## src/rtl/cpu_bus_pkg.sv

```systemverilog
// Shared constants and types for the CPU memory-bus arbiter: state encoding,
// bus direction values, default widths and the wait-counter width helper.
package cpu_bus_pkg;

  localparam int DEF_ADDR_W = 32;
  localparam int DEF_DATA_W = 32;

  localparam logic [1:0] ST_IDLE   = 2'd0;
  localparam logic [1:0] ST_ACCESS = 2'd1;
  localparam logic [1:0] ST_DONE   = 2'd2;

  typedef enum logic [1:0] {
    S_IDLE   = ST_IDLE,
    S_ACCESS = ST_ACCESS,
    S_DONE   = ST_DONE
  } state_t;

  localparam logic BUS_RD = 1'b0;
  localparam logic BUS_WR = 1'b1;

  // WAIT_CYCLES=0 would give a zero-width counter, so clamp to one bit.
  function automatic int cnt_width(input int wait_cycles);
    return (wait_cycles < 1) ? 1 : $clog2(wait_cycles + 1);
  endfunction

endpackage

```

## src/rtl/mem_bus_arbiter_rr_arbiter2.sv

```systemverilog
// Combinational two-way round-robin pick; on a tie the port that did not win
// last time is chosen. No state, zero latency, no backpressure of its own.
module rr_arbiter2 (
  input  logic [1:0] i_req,
  input  logic       i_last,
  output logic       o_winner,
  output logic       o_any_req
);

  always_comb begin
    o_any_req = |i_req;
    o_winner  = 1'b0;
    if (i_req == 2'b11) o_winner = ~i_last;
    else if (i_req[1])  o_winner = 1'b1;
  end

endmodule

```

## src/rtl/mem_bus_arbiter.sv

```systemverilog
// Shares one external memory bus between fetch (port 0) and load/store (port 1).
// Grant at edge k, CS high WAIT_CYCLES+1 cycles, done one cycle later; requesters wait holding req.
module mem_bus_arbiter
  import cpu_bus_pkg::*;
#(
  parameter int ADDR_W      = DEF_ADDR_W,
  parameter int DATA_W      = DEF_DATA_W,
  parameter int WAIT_CYCLES = 1
) (
  input  logic              CLK,
  input  logic              Rst,
  input  logic              m0_req,
  input  logic              m0_wr,
  input  logic [ADDR_W-1:0] m0_addr,
  input  logic [DATA_W-1:0] m0_wdata,
  output logic              m0_done,
  output logic [DATA_W-1:0] m0_rdata,
  input  logic              m1_req,
  input  logic              m1_wr,
  input  logic [ADDR_W-1:0] m1_addr,
  input  logic [DATA_W-1:0] m1_wdata,
  output logic              m1_done,
  output logic [DATA_W-1:0] m1_rdata,
  output logic [ADDR_W-1:0] ADDR,
  output logic [DATA_W-1:0] Data_BUS_WRITE,
  input  logic [DATA_W-1:0] Data_BUS_READ,
  output logic              CS,
  output logic              WR_RD,
  output logic              busy,
  output logic              gnt_id
);

  localparam int CNT_W = cnt_width(WAIT_CYCLES);
  localparam logic [CNT_W-1:0] CNT_INIT = CNT_W'(WAIT_CYCLES);

  state_t             r_state, w_state_nxt;
  logic [CNT_W-1:0]   r_cnt, w_cnt_nxt;
  logic               r_last, w_last_nxt;
  logic               r_gnt, w_gnt_nxt;
  logic               r_cs, w_cs_nxt;
  logic               r_wr, w_wr_nxt;
  logic [ADDR_W-1:0]  r_addr, w_addr_nxt;
  logic [DATA_W-1:0]  r_wdata, w_wdata_nxt;
  logic [1:0]         r_done, w_done_nxt;
  logic [DATA_W-1:0]  r_rdata0, w_rdata0_nxt;
  logic [DATA_W-1:0]  r_rdata1, w_rdata1_nxt;
  logic               r_busy;
  logic               w_winner, w_any_req;

  rr_arbiter2 u_rr (
    .i_req     ({m1_req, m0_req}),
    .i_last    (r_last),
    .o_winner  (w_winner),
    .o_any_req (w_any_req)
  );

  always_comb begin
    w_state_nxt  = r_state;
    w_cnt_nxt    = r_cnt;
    w_last_nxt   = r_last;
    w_gnt_nxt    = r_gnt;
    w_cs_nxt     = r_cs;
    w_wr_nxt     = r_wr;
    w_addr_nxt   = r_addr;
    w_wdata_nxt  = r_wdata;
    w_done_nxt   = 2'b00;
    w_rdata0_nxt = r_rdata0;
    w_rdata1_nxt = r_rdata1;
    case (r_state)
      S_IDLE: begin
        if (w_any_req) begin
          w_state_nxt = S_ACCESS;
          w_cnt_nxt   = CNT_INIT;
          w_last_nxt  = w_winner;
          w_gnt_nxt   = w_winner;
          w_cs_nxt    = 1'b1;
          w_wr_nxt    = w_winner ? m1_wr    : m0_wr;
          w_addr_nxt  = w_winner ? m1_addr  : m0_addr;
          w_wdata_nxt = w_winner ? m1_wdata : m0_wdata;
        end
      end
      S_ACCESS: begin
        if (r_cnt != '0) begin
          w_cnt_nxt = r_cnt - 1'b1;
        end else begin
          if (r_wr == BUS_RD) begin
            if (r_gnt) w_rdata1_nxt = Data_BUS_READ;
            else       w_rdata0_nxt = Data_BUS_READ;
          end
          // Bus returns to all-zero the moment CS drops.
          w_cs_nxt          = 1'b0;
          w_wr_nxt          = 1'b0;
          w_addr_nxt        = '0;
          w_wdata_nxt       = '0;
          w_done_nxt[r_gnt] = 1'b1;
          w_state_nxt       = S_DONE;
        end
      end
      S_DONE: w_state_nxt = S_IDLE;
      default: begin
        w_state_nxt = S_IDLE;
        w_cs_nxt    = 1'b0;
        w_wr_nxt    = 1'b0;
        w_addr_nxt  = '0;
        w_wdata_nxt = '0;
      end
    endcase
  end

  always_ff @(posedge CLK) begin
    if (Rst) begin
      r_state  <= S_IDLE;
      r_cnt    <= '0;
      r_last   <= 1'b1;
      r_gnt    <= 1'b0;
      r_cs     <= 1'b0;
      r_wr     <= 1'b0;
      r_addr   <= '0;
      r_wdata  <= '0;
      r_done   <= 2'b00;
      r_rdata0 <= '0;
      r_rdata1 <= '0;
      r_busy   <= 1'b0;
    end else begin
      r_state  <= w_state_nxt;
      r_cnt    <= w_cnt_nxt;
      r_last   <= w_last_nxt;
      r_gnt    <= w_gnt_nxt;
      r_cs     <= w_cs_nxt;
      r_wr     <= w_wr_nxt;
      r_addr   <= w_addr_nxt;
      r_wdata  <= w_wdata_nxt;
      r_done   <= w_done_nxt;
      r_rdata0 <= w_rdata0_nxt;
      r_rdata1 <= w_rdata1_nxt;
      r_busy   <= (w_state_nxt != S_IDLE);
    end
  end

  assign ADDR           = r_addr;
  assign Data_BUS_WRITE = r_wdata;
  assign CS             = r_cs;
  assign WR_RD          = r_wr;
  assign m0_done        = r_done[0];
  assign m1_done        = r_done[1];
  assign m0_rdata       = r_rdata0;
  assign m1_rdata       = r_rdata1;
  assign busy           = r_busy;
  assign gnt_id         = r_gnt;

endmodule

```

## config.mk

```make
export PLATFORM = sky130hd
export DESIGN_NAME = mem_bus_arbiter
export DESIGN_NICKNAME = d
export VERILOG_FILES = /design/src/rtl/cpu_bus_pkg.sv /design/src/rtl/mem_bus_arbiter_rr_arbiter2.sv /design/src/rtl/mem_bus_arbiter.sv
export SDC_FILE = /design/constraint.sdc
export NUM_CORES = 1
export LEC_CHECK = 0
export ABC_AREA = 1
export BUFFER_PORTS_ARGS = -buffer_cell sky130_fd_sc_hd__buf_2
export CAP_MARGIN = 10
export CORE_MARGIN = 10
export CORE_UTILIZATION = 29
export CTS_CLUSTER_SIZE = 20
export DETAILED_ROUTE_END_ITERATION = 8
export PLACE_DENSITY = 0.61
export REMOVE_ABC_BUFFERS = 1
export SYNTH_ARGS = -nofsm -noshare
export SYNTH_HDL_FRONTEND = slang
export SYNTH_SLANG_ARGS = --single-unit
```

## constraint.sdc

```tcl
create_clock -name CLK -period 2.7 [get_ports CLK]
set_clock_uncertainty 0.15 [all_clocks]
set_input_delay 0.54 -clock CLK [delete_from_list [all_inputs] [get_ports CLK]]
set_output_delay 0.54 -clock CLK [all_outputs]
set_load 0.03 [all_outputs]
```

# Word-level counts from Yosys, hierarchy flattened
# Index checks and enable logic that the tools add are counted.
classes:
  add_sub_neg: 1
  n_eq_ne: 5
  reduce_logical: 11
  bitwise_logic: 6
  magnitude_cmp: 2
  mux: 22
ops:
  columns: ["op", "count"]
  rows:
  - ["32-bit one-hot mux with 3 select lines", 2]
  - ["32-bit 2-to-1 mux", 5]
  - ["1-bit 2-to-1 mux", 8]
  - ["4-bit AND reduction", 2]
  - ["1-bit inverter", 6]
  - ["1-bit one-hot mux with 3 select lines", 2]
  - ["2-bit equality test (second input constant)", 2]
  - ["2-bit 2-to-1 mux", 2]
  - ["2-bit one-hot mux with 2 select lines", 1]
  - ["2-bit AND reduction", 2]
  - ["2-bit nonzero test", 2]
  - ["3-bit AND reduction", 1]
  - ["3-bit OR reduction", 1]
  - ["2-bit by 1-bit equality test with 1-bit output (second input constant)", 1]
  - ["2-bit zero test", 1]
  - ["1-bit by 2-bit less-than comparator with 1-bit output (second input constant)", 1]
  - ["2-bit by 1-bit != test with 1-bit output (second input constant)", 1]
  - ["2-bit != test (second input constant)", 1]
  - ["1-bit one-hot mux with 2 select lines", 1]
  - ["2-bit OR reduction", 1]
  - ["1-bit demux with 1-bit select", 1]
  - ["1-bit greater-or-equal comparator (second input constant)", 1]
  - ["1-bit logical AND", 1]
  - ["1-bit subtractor (second input constant)", 1]
word_totals:
  output_inout_bits: 134
  elab_cells: 59
  reg_bits: 138
  inputBits: 166

# Longest topological paths before layout
# Gate-level depths: netlist of the first run.
depth:
  depth_word: 5
  depth_mapped: 8
  mapped_depth_nobuf: 6

# Cells and area by module
# From an unflattened synthesis of the first run, not the netlist that was laid out.
unflattened:
  cells_unflattened: 1071
  hier_area_um2: 6791.5
by_module_without_submodules:
  columns: ["module", "instances", "cells_per_inst", "area_each_um2", "seq_area_each_um2"]
  rows:
  - ["mem_bus_arbiter", 1, 1068, 6776.5, 2762.6]
  - ["rr_arbiter2", 1, 3, 15.0, 0.0]

# Least setup slack after synthesis of the first run
# No wires, ideal clock.
synth_timing:
  kind: "input port to flip-flop"
  startpoint: "in m1_req"
  endpoint: "reg r_addr[13], in the netlist ADDR[13]"
  setup_ns: 0.132
  arrival_ns: 1.271
  slack_ns: 1.146
  stages: 7
  path_buffers: 3
  t_required_ns: 2.418
  cell_sequence: "buf_4 -> nor2_2 -> nor2_4 -> buf_6 -> buf_4 -> nand3_1 -> a21oi_1"
synth_via:
  elab_chain_cells: 5
  word_cells_on_any_way: 9
  classes_between: "eq/ne (2); mux (5); reduce/logical (2)"
synth_lines:
  columns: ["element", "line", "source"]
  rows:
  - ["from (decl)", "mem_bus_arbiter.sv:18", "input logic m1_req,"]
  - ["2-bit equality test or 1-bit 2-to-1 mux (tied branches)", "mem_bus_arbiter_rr_arbiter2.sv:13, mem_bus_arbiter_rr_arbiter2.sv:14", null]
  - ["1-bit 2-to-1 mux", "mem_bus_arbiter_rr_arbiter2.sv:13", "if (i_req == 2'b11) o_winner = ~i_last;"]
  - ["32-bit 2-to-1 mux", "mem_bus_arbiter.sv:78", "w_addr_nxt = w_winner ? m1_addr : m0_addr;"]
  - ["32-bit 2-to-1 mux", "mem_bus_arbiter.sv:71", "if (w_any_req) begin"]
  - ["32-bit one-hot mux with 3 select lines", "mem_bus_arbiter.sv:69", "case (r_state)"]
  - ["to (signal assigned)", "mem_bus_arbiter.sv:131", "r_addr <= w_addr_nxt;"]
  - ["to (decl)", "mem_bus_arbiter.sv:42", "logic [ADDR_W-1:0] r_addr, w_addr_nxt;"]
# Parallel ways exist; a longest one is shown, timed or not. The select of a mux whose other input is x is not followed.
# A chain may end at the register's enable or synchronous reset.

# Worst setup path after layout of the first run
layout_timing:
  startpoint: "reg r_state[0]"
  endpoint: "reg r_rdata1[11], in the netlist m1_rdata[11]"
layout_via:
  elab_chain_cells: 2
layout_lines:
  columns: ["element", "line", "source"]
  rows:
  - ["from (decl)", "mem_bus_arbiter.sv:36", "state_t r_state, w_state_nxt;"]
  - ["from (signal assigned)", "mem_bus_arbiter.sv:125", "r_state <= w_state_nxt;"]
  - ["2-bit by 1-bit equality test with 1-bit output", "mem_bus_arbiter.sv:69", null]
  - ["4-bit AND reduction (no line)", null, null]
  - ["to (signal assigned)", "mem_bus_arbiter.sv:135", "r_rdata1 <= w_rdata1_nxt;"]
  - ["to (decl)", "mem_bus_arbiter.sv:46", "logic [DATA_W-1:0] r_rdata1, w_rdata1_nxt;"]
# No other way between the ends.

==> results of run 1 <==
## tightest hold or removal path, delay by kind of cell
family / cells / cell delay [ns]
buffers and inverters: 1 / 0.08
and+or+nand+nor: 1 / 0.07
AOI/OAI and AO/OA: 1 / 0.06
## logic make-up after synthesis
logic type / after synthesis / synth area share (%)
and+or+nand+nor: 415 / 29.89
buffers and inverters: 209 / 14.67
DFF: 138 / 44.81
AOI/OAI and AO/OA: 131 / 10.63
## final timing paths
| check | startpoint | endpoint | slack (ns) | cells after the start |
|---|---|---|---|---|
| worst min register to register | CS | CS | 0.31 | 2 |
| worst max-delay path | r_state[0] | m1_rdata[11] | 0.83 | 7 |
| worst min-delay path | Data_BUS_READ[20] | m1_rdata[20] | 0.23 | 3 |
| worst max register to register | r_state[0] | m1_rdata[11] | 0.83 | 7 |
## layout make-up
| cell class | count | share of cell area (%) |
|---|---|---|
| inverters | 139 | 6.243 |
| clock inverters | 10 | 1.422 |
| clock buffers | 20 | 5.465 |
| flip-flops and latches | 138 | 33.06 |
| multi-input cells | 546 | 29.96 |
| repair buffers | 312 | 19.67 |
| diodes | 2 | 0.05989 |
| well taps | 275 | 4.117 |
## Yosys cell counts (all sizes together)
library cell and number:
a21oi 67, buf 42, clkbuf 28, dfxtp 138, inv 139, nand2 75
nand3 200, nor2 138, nor3 2, o21ai 64
## metal layers
layer | global-route usage [%] | vias up | wire (µm)
met2 | 26.90 | 182 | 11520
met1 | 19.16 | 2935 | 10020
met5 | 0 | - | 0
li1 | - | 3351 | -
met4 | 5.470 | 0 | 377
met3 | 4.354 | 20 | 1225
## where the power goes
group | internal, mW | switching, mW
clock | 1.40 | 0.892
combinational | 0.591 | 1.37
sequential | 2.30 | 0.134
## state kept, by name, summed over array words and instances (netlist names), 2 cells and up
name	flops
m1_rdata	32
m0_rdata	32
r_state	2
Data_BUS_WRITE	32
ADDR	32
r_done	2
## stage by stage
step | util, % | hold WS, ns | total power [mW]
finish | 39.88 | 0.2295 | 6.692
global route | 39.88 | 0.2165 | 7.071
CTS | 39.86 | 0.2076 | 6.782
detailed placement | 37.11 | 0.3042 | 4.455
global placement | 37.11 | 0.3037 | 4.437
floorplan | - | 0.2986 | 3.669
==> impl_results.rst, run 1 <==
.. list-table::
   :header-rows: 1

   * - Metric
     - Value
   * - Final Wtd Congestion
     - 0.8261
   * - Post-Place Worst Slack
     - 0.6697 ns
   * - Post-CTS resize count
     - 0
   * - Number of sinks on the clock net
     - 138
   * - Design Area, Final
     - 8357 µm²
   * - Clock tree from TritonCTS
     - built
   * - Min Clock Period, post-route
     - 1.867 ns
   * - Most used cells in the layout excluding fill and tap cells
     - sky130_fd_sc_hd__buf_2 (299), sky130_fd_sc_hd__nand3_1 (198), sky130_fd_sc_hd__dfxtp_1 (138), sky130_fd_sc_hd__nor2_1 (135), sky130_fd_sc_hd__inv_1 (134)
   * - Max-cap violation count
     - 0
   * - Area of placed instances
     - 7776 µm²
   * - Final count of pins violating max slew
     - 0
   * - Share of layout cells above drive strength 1
     - 30.47%
   * - Hold Fails Final Rpt
     - 0
   * - Accumulated negative setup slack
     - 0 ns
   * - Crit-path max cell delay
     - 0.50 ns
   * - Clk buf depth
     - 2
   * - Std cell rows
     - 53
   * - Critical Path Start Type
     - flop
   * - Clock input transition at the sequential cells of the worst setup and hold paths
     - 0.06 ns
   * - Synth top area cells
     - sky130_fd_sc_hd__dfxtp_1 (45%), sky130_fd_sc_hd__nand3_1 (16%), sky130_fd_sc_hd__nor2_1 (8.2%), sky130_fd_sc_hd__inv_1 (8.2%), sky130_fd_sc_hd__a21oi_1 (5.4%)
   * - Setup Buffers After CTS
     - 0
   * - Hold buffer count at CTS
     - 0
   * - Critical Path, Cell by Cell
     - inv_2 > nor2_4 > nand3_2 > buf_4 > inv_2 > nor2_1 > nor2_1
   * - IR drop worst, VDD
     - 0.3574 mV
   * - Share of the clock period used by the worst path after layout
     - 69.15%
   * - Overflow left after global routing
     - 0
   * - Area growth, synth to finish
     - 35.53%
   * - Total area of multi-input combinational cells
     - 2504 µm²
   * - Wire length reported by the detailed router
     - 23,150 µm
   * - Number of instances in the synthesized netlist
     - 893
   * - Source-to-sink clock delay at the later pin of the worst-skew pair
     - 0.41 ns
   * - Count of fill cells added during filler insertion
     - 2,312
   * - Portion of synthesized cell area occupied by the leading cell type
     - 44.81%
   * - Req. time, crit path
     - 2.89 ns
   * - Critical-path cell with the highest stage delay
     - sky130_fd_sc_hd__inv_2
   * - Largest fanout on the critical path
     - 33
   * - I/O Pins
     - 300
   * - Class of the worst hold path
     - in2reg
   * - Detailed-route vias per instance
     - 4.499
   * - Placed wire-length estimate after detailed placement
     - 16,250 µm
   * - Share of the yosys chip area belonging to registers
     - 44.81%
   * - Effective utilization at floorplan
     - 29.42%
   * - Maximum number of pins on one net before global-route repair
     - 71
   * - Data arrival, critical path
     - 2.06 ns
   * - PwrDens
     - 800.8 nW/µm²
   * - Result of the run
     - finished clean
   * - Critical Path Sink Type
     - flop
   * - Total of warnings raised by yosys
     - 0
   * - Largest delay contributor family on the critical path
     - buffers and inverters
   * - GRT Total Usage
     - 15.98%
   * - Setup repair after global routing missed its margin
     - no
   * - Top cell type by total area after synthesis
     - sky130_fd_sc_hd__dfxtp_1
   * - Worst Setup Slack, final
     - 0.8328 ns
   * - Number of distinct library cell variants in the gate-level netlist after synthesis
     - 18
   * - Clock Tree Root
     - sky130_fd_sc_hd__clkbuf_16
   * - Total leakage power
     - 4.429 nW
   * - Antenna violations before repair
     - 2
   * - Routed wire per std cell
     - 16.05 µm
   * - First DRT Iteration DRCs
     - 512
   * - Post-synthesis instance area
     - 6166 µm²
   * - First-pass GRT wire length
     - 35,840 µm
   * - Transition time at the pin with the least slew margin
     - 0.8648 ns
   * - Port bufs
     - 299
   * - Non-filler instance count after layout
     - 1,442
   * - Number of iterations in the first detailed-routing pass
     - 5
   * - Number of nets with antenna violations after detailed routing
     - 0
   * - Die area
     - 27,490 µm²
   * - Vert. Die Dim
     - 165.8 µm
   * - Total area of sequential cells
     - 2763 µm²
   * - Number of levels in the clock H-tree
     - 4
   * - # nets final
     - 1,320
   * - Highest achievable clock rate
     - 535.6 MHz
   * - Die Wd
     - 165.8 µm
   * - Max_slew headroom
     - 42.35%
   * - Worst Path Buf+Inv
     - 3
   * - Count of state elements after synthesis
     - 138
   * - Total via count in the routed design
     - 6,488
   * - Total clock buffers created by CTS
     - 17
   * - Drt drc
     - 0
   * - Number of failing setup endpoints in the final timing report
     - 0
   * - Most common library cell in the layout ignoring fill and taps
     - sky130_fd_sc_hd__buf_2
   * - Vias in the first global route
     - 6,155
   * - Critical path type
     - reg2reg
   * - DP Cell Count
     - 1,410
   * - Synthesized area divided by synthesized cell count
     - 6.905 µm²
   * - Core area
     - 20,960 µm²
Power figures use the tool's default switching activity.
==> run 2, diff against run 1 <==
--- a/config.mk
+++ b/config.mk
@@ -5,14 +5,14 @@
 export SDC_FILE = /design/constraint.sdc
 export NUM_CORES = 1
 export LEC_CHECK = 0
-export ABC_AREA = 1
+export ABC_AREA = 0
 export BUFFER_PORTS_ARGS = -buffer_cell sky130_fd_sc_hd__buf_2
 export CAP_MARGIN = 10
 export CORE_MARGIN = 10
 export CORE_UTILIZATION = 29
 export CTS_CLUSTER_SIZE = 20
 export DETAILED_ROUTE_END_ITERATION = 8
-export PLACE_DENSITY = 0.61
+export PLACE_DENSITY = 0.62
 export REMOVE_ABC_BUFFERS = 1
 export SYNTH_ARGS = -nofsm -noshare
 export SYNTH_HDL_FRONTEND = slang
==> constraint.sdc (replaced) <==
create_clock -name CLK -period 1.95 [get_ports CLK]
set_clock_uncertainty 0.15 [all_clocks]
set_input_delay 0.39 -clock CLK [delete_from_list [all_inputs] [get_ports CLK]]
set_output_delay 0.39 -clock CLK [all_outputs]
set_load 0.03 [all_outputs]
==> run 2 against run 1 <==
Effect of this change: flip-flop and latch count stayed put; via count is 27% lower; register-to-register slack worse by 0.75 ns; critical path type unchanged; sequential share of layout area is 0.68 points higher; core utilization is 3.6 points higher; sequential power is 29% higher; fmax is 0.14% higher; worst hold slack worse by 0.14 ns; final area is 2.0% lower.
==> impl_results.rst, run 2 <==
.. list-table::
   :header-rows: 1

   * - Metric
     - Value
   * - Result of the run
     - finished clean (unchanged)
   * - Highest achievable clock rate
     - 536.3 MHz (was 535.6 MHz)
   * - Post-synth EDFFs
     - 0 (unchanged)
   * - Async S/R FF share, synth
     - 0% (unchanged)
   * - Dominant combinational cell family by area after synthesis
     - multiplexers (was simple AND/OR/NAND/NOR gates)
   * - GRT Total Usage
     - 14.37% (was 15.98%)
   * - Largest fanout on the critical path
     - 65 (was 33)
   * - Number of sinks on the clock net
     - 138 (unchanged)
   * - Transition time at the pin with the least slew margin
     - 0.5384 ns (was 0.8648 ns)
   * - Top cell types by occurrence after synthesis
     - sky130_fd_sc_hd__dfxtp_1 (138), sky130_fd_sc_hd__mux2i_1 (129), sky130_fd_sc_hd__nand2b_1 (97) (was sky130_fd_sc_hd__nand3_1 (198), sky130_fd_sc_hd__dfxtp_1 (138), sky130_fd_sc_hd__nor2_1 (135))
   * - Most used cells in the layout excluding fill and tap cells
     - sky130_fd_sc_hd__buf_2 (299), sky130_fd_sc_hd__dfxtp_1 (138), sky130_fd_sc_hd__mux2i_1 (129), sky130_fd_sc_hd__nand2b_1 (97), sky130_fd_sc_hd__o2bb2ai_1 (65) (was sky130_fd_sc_hd__buf_2 (299), sky130_fd_sc_hd__nand3_1 (198), sky130_fd_sc_hd__dfxtp_1 (138), sky130_fd_sc_hd__nor2_1 (135), sky130_fd_sc_hd__inv_1 (134))
   * - First DRT Iteration DRCs
     - 220 (was 512)
   * - # nets final
     - 962 (was 1,320)
   * - Req. time, crit path
     - 2.14 ns (was 2.89 ns)
   * - PwrDens
     - 997.0 nW/µm² (was 800.8 nW/µm²)
   * - Number of iterations in the first detailed-routing pass
     - 6 (was 5)
   * - Port bufs
     - 299 (unchanged)
   * - Total leakage power
     - 3.943 nW (was 4.429 nW)
   * - Number of instances in the synthesized netlist
     - 498 (was 893)
   * - Clk buf depth
     - 2 (unchanged)
   * - Std cell rows
     - 50 (was 53)
   * - Min Clock Period, post-route
     - 1.865 ns (was 1.867 ns)
   * - Die area
     - 25,270 µm² (was 27,490 µm²)
   * - R2R setup slack
     - 0.09 ns (was 0.83 ns)
   * - Critical Path Sink Type
     - flop (unchanged)
   * - Post-synthesis instance area
     - 5602 µm² (was 6166 µm²)
   * - Share of layout cells above drive strength 1
     - 44.00% (was 30.47%)
   * - Synthesized area divided by synthesized cell count
     - 11.25 µm² (was 6.905 µm²)
   * - Final count of pins violating max slew
     - 0 (unchanged)
   * - Finished Core Util
     - 43.49% (was 39.88%)
   * - Max-cap violation count
     - 0 (unchanged)
   * - Max_slew headroom
     - 63.72% (was 42.35%)
   * - Mux contribution to synthesized area
     - 23.05% (was 0%)
   * - Non-filler instance count after layout
     - 1,069 (was 1,442)
   * - Portion of synthesized cell area occupied by the leading cell type
     - 49.32% (was 44.81%)
   * - Critical path type
     - reg2reg (unchanged)
   * - Wire length reported by the detailed router
     - 18,890 µm (was 23,150 µm)
   * - Post-CTS resize count
     - 0 (unchanged)
   * - Compound-cell area share of the yosys netlist
     - 11.53% (was 10.63%)
   * - Number of levels in the clock H-tree
     - 4 (unchanged)
   * - Setup Buffers After CTS
     - 0 (unchanged)
   * - Placed wire-length estimate after detailed placement
     - 14,500 µm (was 16,250 µm)
   * - Maximum number of pins on one net before global-route repair
     - 103 (was 71)
   * - Dominant synthesized flop cell
     - sky130_fd_sc_hd__dfxtp_1 (unchanged)
   * - Accumulated negative setup slack
     - 0 ns (unchanged)
   * - Total area of sequential cells
     - 2763 µm² (unchanged)
   * - Critical Path Start Type
     - flop (unchanged)
   * - Number of distinct library cell variants in the gate-level netlist after synthesis
     - 27 (was 18)
   * - Clock tree from TritonCTS
     - built (unchanged)
   * - Most common library cell in the layout ignoring fill and taps
     - sky130_fd_sc_hd__buf_2 (unchanged)
   * - Detailed-route vias per instance
     - 4.439 (was 4.499)
   * - Hold buffer count at CTS
     - 0 (unchanged)
   * - Hold Fails Final Rpt
     - 0 (unchanged)
   * - Number of failing setup endpoints in the final timing report
     - 0 (unchanged)
   * - Area growth, synth to finish
     - 46.19% (was 35.53%)
   * - Top cell type by total area after synthesis
     - sky130_fd_sc_hd__dfxtp_1 (unchanged)
   * - Setup repair after global routing missed its margin
     - no (unchanged)
   * - Total area of multi-input combinational cells
     - 2679 µm² (was 2504 µm²)
   * - Routed wire per std cell
     - 17.67 µm (was 16.05 µm)
   * - Source-to-sink clock delay at the later pin of the worst-skew pair
     - 0.41 ns (about the same)
   * - Die Wd
     - 159.0 µm (was 165.8 µm)
   * - DP Cell Count
     - 1,037 (was 1,410)
   * - Total Power Consumption
     - 8.165 mW (was 6.692 mW)
   * - Core area
     - 18,830 µm² (was 20,960 µm²)
   * - Final Wtd Congestion
     - 0.7793 (was 0.8261)
   * - Vert. Die Dim
     - 159.0 µm (was 165.8 µm)
   * - Most frequent cell after synthesis
     - sky130_fd_sc_hd__dfxtp_1 (was sky130_fd_sc_hd__nand3_1)
   * - Total clock buffers created by CTS
     - 17 (unchanged)
   * - Total of warnings raised by yosys
     - 0 (unchanged)
   * - Antenna violations before repair
     - 1 (was 2)
   * - Worst Setup Slack, final
     - 0.08548 ns (was 0.8328 ns)
   * - Share of the clock period used by the worst path after layout
     - 95.62% (was 69.15%)
   * - Synthesized-area fraction occupied by and/or/nand/nor cells
     - 12.53% (was 29.89%)
   * - Clock input transition at the sequential cells of the worst setup and hold paths
     - 0.06 ns (about the same)
   * - Post-Synth Adder-Cell Area
     - 0% (unchanged)
   * - Post-Place Worst Slack
     - 0.09355 ns (was 0.6697 ns)
   * - Synth top area cells
     - sky130_fd_sc_hd__dfxtp_1 (49%), sky130_fd_sc_hd__mux2i_1 (23%), sky130_fd_sc_hd__nand2b_1 (11%), sky130_fd_sc_hd__o2bb2ai_1 (10%), sky130_fd_sc_hd__clkbuf_1 (1.3%) (was sky130_fd_sc_hd__dfxtp_1 (45%), sky130_fd_sc_hd__nand3_1 (16%), sky130_fd_sc_hd__nor2_1 (8.2%), sky130_fd_sc_hd__inv_1 (8.2%), sky130_fd_sc_hd__a21oi_1 (5.4%))
   * - Drt drc
     - 0 (unchanged)
   * - Inserted Diodes
     - 0 (was 2)
   * - Count of fill cells added during filler insertion
     - 1,805 (was 2,312)
   * - I/O Pins
     - 300 (unchanged)
   * - First-pass GRT wire length
     - 29,210 µm (was 35,840 µm)
   * - Xor and xnor fraction of the mapped netlist area
     - 0% (unchanged)
   * - IR drop worst, VDD
     - 0.5353 mV (was 0.3574 mV)
   * - Share of the yosys chip area belonging to registers
     - 49.32% (was 44.81%)
   * - Vias in the first global route
     - 4,919 (was 6,155)
   * - Count of state elements after synthesis
     - 138 (unchanged)
   * - Clock Tree Root
     - sky130_fd_sc_hd__clkbuf_16 (unchanged)
   * - Hold_ws
     - 0.09198 ns (was 0.2295 ns)
   * - Design Area, Final
     - 8189 µm² (was 8357 µm²)
   * - Effective utilization at floorplan
     - 29.75% (was 29.42%)
   * - Area of placed instances
     - 7546 µm² (was 7776 µm²)
   * - Number of nets with antenna violations after detailed routing
     - 0 (unchanged)
   * - Overflow left after global routing
     - 0 (unchanged)
   * - Total via count in the routed design
     - 4,745 (was 6,488)
   * - Data arrival, critical path
     - 2.05 ns (was 2.06 ns)
   * - Class of the worst hold path
     - in2reg (unchanged)
run 2: changes by cell type after synthesis, moves of 8 or more:
cell / previous run / this run
sky130_fd_sc_hd__o2bb2ai_1: 0 / 66
sky130_fd_sc_hd__nand3_1: 198 / 0
sky130_fd_sc_hd__o21ai_0: 44 / 2
sky130_fd_sc_hd__inv_1: 134 / 2
sky130_fd_sc_hd__a21oi_1: 67 / 5
sky130_fd_sc_hd__buf_2: 21 / 7
sky130_fd_sc_hd__o21ai_1: 20 / 0
sky130_fd_sc_hd__nand2_1: 73 / 2
sky130_fd_sc_hd__buf_4: 17 / 3
sky130_fd_sc_hd__nand2b_1: 0 / 97
sky130_fd_sc_hd__clkbuf_1: 28 / 20
sky130_fd_sc_hd__nor2_1: 135 / 3
sky130_fd_sc_hd__mux2i_1: 0 / 129
run 2: layout make-up:
type / count / share of cell area [%]
sequential: 138 / 33.74
multi-input combinational: 318 / 32.71
timing repair buffer: 319 / 21.63
clock buffer: 20 / 5.577
tap: 260 / 3.973
clock inverter: 12 / 2.277
inverter: 2 / 0.09167
run 2: logic make-up after synthesis:
kind of cell / Yosys count
AO/OA/AOI/OAI: 77
flip-flops: 138
multiplexers: 129
buffers and inverters: 42
AND/OR/NAND/NOR: 112
run 2: per-layer routing:
| layer | global-route usage [%] | up-vias | share of wire, % |
|---|---|---|---|
| li1 | - | 2369 | - |
| met1 | 17.76 | 2154 | 45 |
| met2 | 21.53 | 213 | 44 |
| met3 | 7.049 | 9 | 10 |
| met4 | 4.297 | 0 | 0.87 |
| met5 | 0 | - | 0 |
run 2: worst paths after layout:
kind,from,end,cells past startpoint
worst max-delay path,r_state[1],Data_BUS_WRITE[2],4
worst min-delay path,m0_addr[18],ADDR[18],3
worst max register to register,r_state[1],Data_BUS_WRITE[2],4
worst min register to register,Data_BUS_WRITE[11],Data_BUS_WRITE[11],1
run 2: worst max-delay path: stages (launching register included):
cell and delay [ns]:
sky130_fd_sc_hd__dfxtp_1 0.32, sky130_fd_sc_hd__buf_4 0.15, sky130_fd_sc_hd__or4_2 0.69, sky130_fd_sc_hd__buf_12 0.21, sky130_fd_sc_hd__o2bb2ai_1 0.20
run 2: power breakdown:
group | total [mW] | switching (mW) | internal [mW]
clock network | 3.52 | 1.29 | 2.23
registers | 3.14 | 0.112 | 3.03
logic | 1.50 | 0.915 | 0.588
total | 8.16 | 2.32 | 5.85
==> run 3, diff against run 2 <==
--- a/config.mk
+++ b/config.mk
@@ -7,12 +7,11 @@
 export LEC_CHECK = 0
 export ABC_AREA = 0
 export BUFFER_PORTS_ARGS = -buffer_cell sky130_fd_sc_hd__buf_2
-export CAP_MARGIN = 10
 export CORE_MARGIN = 10
-export CORE_UTILIZATION = 29
+export CORE_UTILIZATION = 45
 export CTS_CLUSTER_SIZE = 20
 export DETAILED_ROUTE_END_ITERATION = 8
-export PLACE_DENSITY = 0.62
+export PLACE_DENSITY = 0.86
 export REMOVE_ABC_BUFFERS = 1
 export SYNTH_ARGS = -nofsm -noshare
 export SYNTH_HDL_FRONTEND = slang
==> run 3 against run 2 <==
Effect of this change: cell count down 9.4%; register-to-register slack better by 0.03 ns; die area down 32%; critical path depth unchanged; routed wire length down 3.3%; worst hold slack better by 0.0021 ns; count of clock-buffer cells in the layout up 2; non-clock buffer count down 3; fmax up 1.7%; worst setup slack better by 0.030 ns; sequential share of layout area up 1.2 points; highest routed layer unchanged.
==> impl_results.rst, run 3 (synthesized netlist as in run 2, its figures left out) <==
.. list-table::
   :header-rows: 1

   * - Metric
     - Value
   * - Result of the run
     - finished clean (unchanged)
   * - First-pass GRT wire length
     - 28,950 µm (was 29,210 µm)
   * - Core area
     - 12,110 µm² (was 18,830 µm²)
   * - Die area
     - 17,310 µm² (was 25,270 µm²)
   * - Number of nets with antenna violations after detailed routing
     - 0 (unchanged)
   * - Source-to-sink clock delay at the later pin of the worst-skew pair
     - 0.41 ns (about the same)
   * - IR drop worst, VDD
     - 0.6094 mV (was 0.5353 mV)
   * - Total clock buffers created by CTS
     - 17 (unchanged)
   * - Overflow left after global routing
     - 0 (unchanged)
   * - Die Wd
     - 131.6 µm (was 159.0 µm)
   * - Largest fanout on the critical path
     - 32 (was 65)
   * - Critical-path cell with the highest stage delay
     - sky130_fd_sc_hd__or4b_2 (was sky130_fd_sc_hd__or4_2)
   * - # nets final
     - 959 (was 962)
   * - Largest delay contributor family on the critical path
     - simple AND/OR/NAND/NOR gates (unchanged)
   * - Accumulated negative setup slack
     - 0 ns (unchanged)
   * - Total Power Consumption
     - 7.635 mW (was 8.165 mW)
   * - Transition time at the pin with the least slew margin
     - 0.6079 ns (was 0.5384 ns)
   * - Design Area, Final
     - 7905 µm² (was 8189 µm²)
   * - Highest achievable clock rate
     - 545.2 MHz (was 536.3 MHz)
   * - Clk buf depth
     - 2 (unchanged)
   * - Share of the clock period used by the worst path after layout
     - 94.05% (was 95.62%)
   * - Crit-path max cell delay
     - 0.65 ns (was 0.69 ns)
   * - Number of failing setup endpoints in the final timing report
     - 0 (unchanged)
   * - Port bufs
     - 299 (unchanged)
   * - Critical Path Sink Type
     - flop (unchanged)
   * - Final count of pins violating max slew
     - 0 (unchanged)
   * - GRT Total Usage
     - 20.65% (was 14.37%)
   * - Area growth, synth to finish
     - 41.12% (was 46.19%)
   * - Vert. Die Dim
     - 131.6 µm (was 159.0 µm)
   * - Antenna violations before repair
     - 1 (unchanged)
   * - Drt drc
     - 0 (unchanged)
   * - Placed wire-length estimate after detailed placement
     - 14,230 µm (was 14,500 µm)
   * - Area of placed instances
     - 7358 µm² (was 7546 µm²)
   * - Hold Fails Final Rpt
     - 0 (unchanged)
   * - PwrDens
     - 965.8 nW/µm² (was 997.0 nW/µm²)
   * - Clock tree from TritonCTS
     - built (unchanged)
   * - Setup Buffers After CTS
     - 0 (unchanged)
   * - Req. time, crit path
     - 2.09 ns (was 2.14 ns)
   * - Data arrival, critical path
     - 1.97 ns (was 2.05 ns)
   * - Number of sinks on the clock net
     - 138 (unchanged)
   * - Effective utilization at floorplan
     - 46.25% (was 29.75%)
   * - Clock Tree Root
     - sky130_fd_sc_hd__clkbuf_16 (unchanged)
   * - Routed wire per std cell
     - 18.85 µm (was 17.67 µm)
   * - Share of layout cells above drive strength 1
     - 43.25% (was 44.00%)
   * - Total leakage power
     - 3.878 nW (was 3.943 nW)
   * - Class of the worst hold path
     - in2reg (unchanged)
   * - Most used cells in the layout excluding fill and tap cells
     - sky130_fd_sc_hd__buf_2 (299), sky130_fd_sc_hd__dfxtp_1 (138), sky130_fd_sc_hd__mux2i_1 (129), sky130_fd_sc_hd__nand2b_1 (97), sky130_fd_sc_hd__o2bb2ai_1 (65) (unchanged)
   * - Max_slew headroom
     - 59.47% (was 63.72%)
   * - Wire length reported by the detailed router
     - 18,260 µm (was 18,890 µm)
   * - Critical path type
     - reg2reg (unchanged)
   * - Clock input transition at the sequential cells of the worst setup and hold paths
     - 0.05 ns (was 0.06 ns)
   * - Detailed-route vias per instance
     - 5.050 (was 4.439)
   * - Final Wtd Congestion
     - 0.7929 (was 0.7793)
   * - Number of iterations in the first detailed-routing pass
     - 4 (was 6)
   * - Number of levels in the clock H-tree
     - 4 (unchanged)
   * - Min Clock Period, post-route
     - 1.834 ns (was 1.865 ns)
   * - Setup repair after global routing missed its margin
     - no (unchanged)
   * - I/O Pins
     - 300 (unchanged)
   * - Vias in the first global route
     - 5,354 (was 4,919)
   * - Maximum number of pins on one net before global-route repair
     - 94 (was 103)
   * - Std cell rows
     - 40 (was 50)
   * - Critical Path, Cell by Cell
     - nand2b_2 > or4b_2 > buf_12 > mux2i_1 (was buf_4 > or4_2 > buf_12 > o2bb2ai_1)
   * - Post-CTS resize count
     - 0 (unchanged)
   * - Max-cap violation count
     - 0 (unchanged)
   * - Critical Path Start Type
     - flop (unchanged)
   * - Worst Path Buf+Inv
     - 1 (was 2)
   * - First DRT Iteration DRCs
     - 288 (was 220)
   * - Total via count in the routed design
     - 4,893 (was 4,745)
   * - Hold buffer count at CTS
     - 0 (unchanged)
   * - Most common library cell in the layout ignoring fill and taps
     - sky130_fd_sc_hd__buf_2 (unchanged)
## run 3: power breakdown
part	switching [mW]	internal [mW]	total, mW
clock	1.08	1.93	3.01
sequential	0.121	3.03	3.15
combinational	0.904	0.566	1.47
## run 3: tightest hold or removal path: stages
cell                        delay (ns)
sky130_fd_sc_hd__buf_2            0.08
sky130_fd_sc_hd__mux2i_1          0.05
sky130_fd_sc_hd__o2bb2ai_1        0.11
## run 3: area by class of cell
class	instances	area, µm²
antenna	1	2.502
clock buffer	22	474.2
timing repair buffer	316	1699
sequential	138	2763
clock inverter	4	70.07
multi-input combinational	318	2679
inverter	2	7.507
tap	168	210.2
fill	972	4207
## run 3: through the flow
step	hold WS, ns	worst slack, ns	utilization (%)	cells
CTS	0.07072	0.1097	65.25	968
floorplan	0.3091	-3.693	-	458
global route	0.09676	0.06156	65.27	969
global placement	0.2891	0.1351	60.75	942
finish	0.09413	0.1160	65.27	969
detailed placement	0.2915	0.08490	60.75	942
## run 3: routing by layer
layer | up-vias | share of wire, % | GRT usage (%)
met4 | 0 | 1.4 | 6.860
met1 | 2273 | 40 | 23.44
li1 | 2365 | - | -
met5 | - | 0 | 0
met2 | 232 | 49 | 34.93
met3 | 23 | 9.6 | 7.736
## run 3: worst paths after layout
kind	cells after the start	from	slack (ns)	to
worst max-delay path	4	r_state[0]	0.12	m1_rdata[2]
worst min-delay path	3	m0_wdata[18]	0.09	Data_BUS_WRITE[18]
worst max register to register	4	r_state[0]	0.12	m1_rdata[2]
worst min register to register	1	ADDR[7]	0.30	ADDR[7]
